### config.mk
export PLATFORM = sky130hd
export DESIGN_NAME = dma_pingpong_engine
export DESIGN_NICKNAME = d
export VERILOG_FILES = /design/src/rtl/dma_pingpong_engine.sv
export SDC_FILE = /design/constraint.sdc
export NUM_CORES = 1
export LEC_CHECK = 0
export CORE_MARGIN = 2
export CORE_UTILIZATION = 54
export CTS_CLUSTER_DIAMETER = 120
export DETAILED_ROUTE_END_ITERATION = 8
export PLACE_DENSITY = 0.88
export SKIP_CTS_REPAIR_TIMING = 1
export SLEW_MARGIN = 15
export SYNTH_ARGS = -nofsm -noshare
export SYNTH_HDL_FRONTEND = slang
export SYNTH_SLANG_ARGS = --single-unit
export TNS_END_PERCENT = 50
### constraint.sdc
create_clock -name clk -period 7.1 [get_ports clk]
set_input_delay 1.42 -clock clk [delete_from_list [all_inputs] [get_ports clk]]
set_output_delay 1.42 -clock clk [all_outputs]
set_load 0.02 [all_outputs]
### src/rtl/dma_pingpong_engine.sv
// Two-bank ping-pong DMA engine moving CPU_W words between a CPU stream and a
// MEM_W memory stream in either direction, with address handshake and partial flush.
module dma_pingpong_engine #(
  parameter int CPU_W  = 8,
  parameter int MEM_W  = 4,
  parameter int DEPTH  = 8,
  parameter int ADDR_W = 32,
  parameter int LEN_W  = 32
) (
  input  logic              clk,
  input  logic              resetn,
  input  logic              cfg_valid,
  output logic              cfg_ready,
  input  logic              cfg_dir,
  input  logic [ADDR_W-1:0] cfg_addr,
  input  logic [LEN_W-1:0]  cfg_len,
  output logic              mem_addr_valid,
  input  logic              mem_addr_ready,
  output logic [ADDR_W-1:0] mem_addr,
  output logic [LEN_W-1:0]  mem_len,
  input  logic              cpu_in_valid,
  output logic              cpu_in_ready,
  input  logic [CPU_W-1:0]  cpu_in_data,
  output logic              cpu_out_valid,
  input  logic              cpu_out_ready,
  output logic [CPU_W-1:0]  cpu_out_data,
  input  logic              mem_in_valid,
  output logic              mem_in_ready,
  input  logic [MEM_W-1:0]  mem_in_data,
  output logic              mem_out_valid,
  input  logic              mem_out_ready,
  output logic [MEM_W-1:0]  mem_out_data,
  output logic              busy,
  output logic              done
);

  localparam int R     = CPU_W / MEM_W;
  localparam int SUB_W = (R > 1) ? $clog2(R) : 1;
  localparam int PTR_W = $clog2(DEPTH);
  localparam int CNT_W = $clog2(DEPTH + 1);

  typedef enum logic [1:0] {IDLE, ADDR, XFER, DONE} state_t;

  state_t           state;
  logic             dir;
  logic [LEN_W-1:0] len;
  logic [LEN_W-1:0] in_cnt;
  logic [LEN_W-1:0] out_cnt;
  logic [SUB_W-1:0] in_sub;
  logic [SUB_W-1:0] out_sub;
  logic [CPU_W-1:0] asm_word;
  logic [CPU_W-1:0] asm_next;
  logic             fill_sel;
  logic             fill_sealed;
  logic [CNT_W-1:0] fill_cnt;
  logic [CNT_W-1:0] drain_cnt;
  logic [CNT_W-1:0] rd_ptr;

  logic [CPU_W-1:0] bank_mem [2][DEPTH];

  logic             xfer;
  logic             prod_ready;
  logic             cons_avail;
  logic             prod_fire;
  logic             prod_word;
  logic             cons_fire;
  logic             cons_word;
  logic             drain_empty;
  logic             swap;
  logic [CPU_W-1:0] wr_word;
  logic [CPU_W-1:0] drain_word;
  logic [CPU_W-1:0] drain_shift;

  assign xfer        = (state == XFER);
  assign prod_ready  = xfer && !fill_sealed && (in_cnt < len);
  assign cons_avail  = xfer && (rd_ptr < drain_cnt);
  assign drain_empty = (rd_ptr == drain_cnt);
  assign swap        = xfer && fill_sealed && drain_empty;

  assign cpu_in_ready  = prod_ready &&  dir;
  assign mem_in_ready  = prod_ready && !dir;
  assign mem_out_valid = cons_avail &&  dir;
  assign cpu_out_valid = cons_avail && !dir;

  assign prod_fire = dir ? (cpu_in_valid && cpu_in_ready) : (mem_in_valid && mem_in_ready);
  assign prod_word = prod_fire && (dir || (in_sub == SUB_W'(R - 1)));
  assign cons_fire = dir ? (mem_out_valid && mem_out_ready) : (cpu_out_valid && cpu_out_ready);
  assign cons_word = cons_fire && (!dir || (out_sub == SUB_W'(R - 1)));

  // Sub-beats arrive least-significant first; slot the current one into the word.
  always_comb begin
    int in_off;
    asm_next = asm_word;
    in_off   = int'(in_sub) * MEM_W;
    asm_next[in_off +: MEM_W] = mem_in_data;
  end

  assign wr_word     = dir ? cpu_in_data : asm_next;
  assign drain_word  = bank_mem[~fill_sel][rd_ptr[PTR_W-1:0]];
  assign drain_shift = drain_word >> (int'(out_sub) * MEM_W);

  // Data outputs read as zero whenever their stream is idle.
  assign mem_out_data = mem_out_valid ? drain_shift[MEM_W-1:0] : '0;
  assign cpu_out_data = cpu_out_valid ? drain_word : '0;

  always_ff @(posedge clk) begin
    if (prod_word) begin
      bank_mem[fill_sel][fill_cnt[PTR_W-1:0]] <= wr_word;
    end
  end

  always_ff @(posedge clk) begin
    if (!resetn) begin
      state          <= IDLE;
      cfg_ready      <= 1'b1;
      busy           <= 1'b0;
      done           <= 1'b0;
      mem_addr_valid <= 1'b0;
      mem_addr       <= '0;
      mem_len        <= '0;
      dir            <= 1'b0;
      len            <= '0;
      in_cnt         <= '0;
      out_cnt        <= '0;
      in_sub         <= '0;
      out_sub        <= '0;
      asm_word       <= '0;
      fill_sel       <= 1'b0;
      fill_sealed    <= 1'b0;
      fill_cnt       <= '0;
      drain_cnt      <= '0;
      rd_ptr         <= '0;
    end else begin
      case (state)
        IDLE: begin
          if (cfg_valid) begin
            dir         <= cfg_dir;
            len         <= cfg_len;
            mem_addr    <= cfg_addr;
            mem_len     <= cfg_len * LEN_W'(R);
            in_cnt      <= '0;
            out_cnt     <= '0;
            in_sub      <= '0;
            out_sub     <= '0;
            fill_sel    <= 1'b0;
            fill_sealed <= 1'b0;
            fill_cnt    <= '0;
            drain_cnt   <= '0;
            rd_ptr      <= '0;
            cfg_ready   <= 1'b0;
            busy        <= 1'b1;
            if (cfg_len == '0) begin
              state <= DONE;
              done  <= 1'b1;
            end else begin
              state          <= ADDR;
              mem_addr_valid <= 1'b1;
            end
          end
        end
        ADDR: begin
          if (mem_addr_ready) begin
            mem_addr_valid <= 1'b0;
            state          <= XFER;
          end
        end
        XFER: begin
          if (cons_word && ((out_cnt + 1'b1) == len)) begin
            state <= DONE;
            done  <= 1'b1;
          end
        end
        DONE: begin
          state     <= IDLE;
          done      <= 1'b0;
          busy      <= 1'b0;
          cfg_ready <= 1'b1;
        end
        default: state <= IDLE;
      endcase

      // Handshakes are gated by XFER, so these never collide with IDLE's clears.
      if (prod_fire && !dir) begin
        in_sub   <= (in_sub == SUB_W'(R - 1)) ? '0 : in_sub + 1'b1;
        asm_word <= asm_next;
      end
      if (prod_word) begin
        in_cnt   <= in_cnt + 1'b1;
        fill_cnt <= fill_cnt + 1'b1;
        if ((fill_cnt == CNT_W'(DEPTH - 1)) || ((in_cnt + 1'b1) == len)) begin
          fill_sealed <= 1'b1;
        end
      end
      if (cons_fire && dir) begin
        out_sub <= (out_sub == SUB_W'(R - 1)) ? '0 : out_sub + 1'b1;
      end
      if (cons_word) begin
        rd_ptr  <= rd_ptr + 1'b1;
        out_cnt <= out_cnt + 1'b1;
      end
      // Swap needs a sealed fill bank and an empty drain bank, so it never
      // coincides with a producer or consumer word.
      if (swap) begin
        fill_sel    <= ~fill_sel;
        drain_cnt   <= fill_cnt;
        fill_cnt    <= '0;
        fill_sealed <= 1'b0;
        rd_ptr      <= '0;
      end
    end
  end

endmodule

==> impl_metrics.env <==
export IMPL_outcome="finished clean"
export IMPL_critPathKind="reg2out"
export IMPL_dp_hpwl_mm=29.5
export IMPL_crit_required_ps=5680
export IMPL_holdPathStages=2
export IMPL_drt_pass1_iter_count=6
export IMPL_wire_per_inst_um=21.9
export IMPL_min_from="mem_addr[12]"
export IMPL_clkPwrFrac_pct=36.5
export IMPL_coreArea_um2=27000
export IMPL_setup_viol=0
export IMPL_synth_cell_types=65
export IMPL_drcViolationCount=0
export IMPL_setup_tns_ps=0
export IMPL_ir_drop_uv=207
export IMPL_final_nets=1764
export IMPL_start_kind="register"
export IMPL_cts_sinks=287
export IMPL_synth_edff_count=128
export IMPL_grt_pass1_wl_mm=67.8
export IMPL_grt_max_degree=86
export IMPL_avgSynthCellArea_um2=9.69
export IMPL_first_global_vias=12400
export IMPL_yosysMostFrequentCell="nand2_1"
export IMPL_clockRootBuffer="clkbuf_16"
export IMPL_slew_violations=0
export IMPL_switching_power_w=0.00139
export IMPL_yosys_top_cells_area="edfxtp_1, dfxtp_1, mux4_2"
export IMPL_rsz0062_at_grt="no"
export IMPL_use_met1_pct=36.0
export IMPL_yosysSeqAreaShare_pct=47.5
export IMPL_tightestPinTransition_ps=1020
export IMPL_power_internal_w=0.00317
export IMPL_fp_dieH_um=170
export IMPL_antenna_left=0
export IMPL_sw_frac_of_total_pct=30.5
export IMPL_diodes=0
export IMPL_min_period_over_period_pct=74.4
export IMPL_yosysTopAreaCellShare_pct=26.0
export IMPL_p_leak_nw=6.21
export IMPL_cp_end_kind="output port"
export IMPL_drt_iter0_drc=1533
export IMPL_netlist_top_cells_count="nand2_1, dfxtp_1, a21oi_1, edfxtp_1, nor2_1"
export IMPL_gr_usage_all_layers_pct=30.0
export IMPL_min_path_type="reg2reg"
export IMPL_dp_cells=1944
export IMPL_routed_wirelength_mm=43.7
export IMPL_clk_pin_slew_ps=70
export IMPL_synth_cells=1527
export IMPL_maxCapViolations=0
export IMPL_relSlewSlack_pct=31.3
export IMPL_port_buffers=167
export IMPL_period_needed_ps=5280
export IMPL_dieWidth_um=170
export IMPL_whs_endpoint="mem_addr[12]"
export IMPL_hold_viol=0
export IMPL_utilization_pct=65.4
export IMPL_routed_via_density=6.33
export IMPL_cts_buffers=30
export IMPL_rows=60
export IMPL_io_pin_count=169
export IMPL_overflow=0
export IMPL_ys_ff_latch=287
export IMPL_pwr_share_seq_pct=42.9
export IMPL_async_flop_share_pct=0
export IMPL_rr_startpoint="len[9]"
export IMPL_synth_nets=1656
export IMPL_synth_ff_type="dfxtp_1"
export IMPL_num_fill_cells=2023
export IMPL_netlist_area_um2=14800
export IMPL_grt_busiest_layer="met2"
export IMPL_syn2layout_area_growth_pct=19.1
export IMPL_worst_path_max_fanout=12
export IMPL_htreeDepth=1
export IMPL_max_clock_path_buffers=3
export IMPL_clk_latency_ps=580
export IMPL_start_util_pct=54.9
export IMPL_ff2ff_path_depth=11
export IMPL_gp_congestion=0.928
export IMPL_drive_above_1_share_pct=8.68
export IMPL_skew_ps=12.7
export IMPL_dieArea_um2=28700
export IMPL_timing_rr_end="bank_mem[1][3]"
export IMPL_timing_fmax_mhz=189
export IMPL_grt_met3_usage_pct=5.13
export IMPL_power_density_nw_per_um2=259
export IMPL_rrSetupSlack_ps=2890
export IMPL_fin_cells=2000
export IMPL_antenna_found_initial=2
export IMPL_p_comb_share_pct=20.5
export IMPL_cts_tree="done"
export IMPL_met2_usage_pct=51.6
export IMPL_synth_area_leader_cell="edfxtp_1"
export IMPL_route_vias_total=12700
export IMPL_critPathArrivalTime_ps=3860
export IMPL_ys_warn_count=0
## cells by family (layout without fill, tap and decap cells)
logic type      after synthesis  after routing  share of synthesized area [%]
compound gates              286            286                           11.1
other cells                   1              1                         0.0253
buf+inv                     173            305                           5.33
simple gates                567            567                           18.4
mux                          66             66                           7.85
xor+xnor                    103            103                           6.10
fa+ha+maj                    44             44                           3.72
flops                       287            287                           47.5
## cell type report
class                           count  area, µm²  area share [%]
Sequential cell                   287       7030            39.9
Clock inverter                     19        218            1.24
Tap cell                          341        427            2.42
Inverter                           52        196            1.11
Clock buffer                       37        850            4.82
Multi-Input combinational cell   1067       7010            39.8
Timing Repair Buffer              197       1900            10.8
## stage by stage
step	cell area (µm²)	setup WS, ps	hold WS (ps)	power, W
floorplan	14800	3250	441	0.00253
CTS	17600	1940	456	0.00455
global route	17600	1730	476	0.00471
global placement	16500	2630	441	0.00287
detailed placement	16500	2560	447	0.00290
finish	17600	1820	453	0.00456
## power groups by stage
| stage | Clock [W] | Sequential [W] | Combinational, W |
|---|---|---|---|
| finish | 0.00167 | 0.00196 | 0.000937 |
| detailed placement | 0 | 0.00199 | 0.000909 |
| CTS | 0.00167 | 0.00195 | 0.000925 |
| floorplan | 0 | 0.00197 | 0.000560 |
| global route | 0.00173 | 0.00196 | 0.00101 |
| global placement | 0 | 0.00198 | 0.000884 |
## worst max-delay path, stage by stage, from the launching register on
cell,delay (ps)
dfxtp_1,710
ha_1,370
o21ai_0,280
a21oi_1,130
nor3_1,660
nand2_1,290
inv_1,190
clkdlybuf4s50_1,640
## per-layer routing
metal  wire [µm]  part of all wire (%)  vias up
met2       21200                    49      779
met3        3710                   8.5      180
met4        2690                   6.2        2
met1       16100                    37     6047
li1            -                     -     5661
met5           7                 0.016        -
## registers in the layout, summed over array words and instances (netlist names)
name            cells
len                32
state               2
fill_sel            1
in_sub              1
out_sub             1
out_cnt            32
in_cnt             32
mem_addr           32
fill_cnt            4
dir                 1
rd_ptr              4
drain_cnt           4
mem_addr_valid      1
asm_word            8
fill_sealed         1
done                1
busy                1
cfg_ready           1
bank_mem          128
## how the worst max path moves through the flow
stage	endpoint	slack, ps	cells after the start	from
finish	mem_out_valid	1820	7	rd_ptr[2]
global route	mem_in_ready	1730	11	len[9]
CTS	mem_out_valid	1940	7	rd_ptr[2]
detailed placement	bank_mem[0][12]	2560	7	mem_in_valid
global placement	mem_in_ready	2630	11	len[1]
floorplan	cpu_in_ready	3250	10	len[17]
## layout by cell type, fill, tap and decap left out, types with 6 or more instances in the layout
cell             Yosys  routed
a21o_1              14      14
a21oi_1            137     137
a31oi_1              8       8
and2_1              15      14
and3_1              20      20
buf_4               34      30
clkbuf_16            0      32
clkdlybuf4s50_1      0     167
clkinv_2             0       7
dfxtp_1            159     158
edfxtp_1           128     128
ha_1                44      44
inv_1               51      51
mux2i_1             26      26
mux4_2              40      40
nand2_1            236     235
nand2b_1            10      10
nand3_1             48      48
nand3b_1             6       6
nand4_1             25      25
nor2_1              86      85
nor2b_1              6       6
nor3_1              47      44
nor4_1              22      22
nor4b_1              6       6
o21ai_0             80      80
or3_1               13      13
xnor2_1             66      66
xor2_1              37      37
No activity file was read; power rests on OpenSTA's default activity.
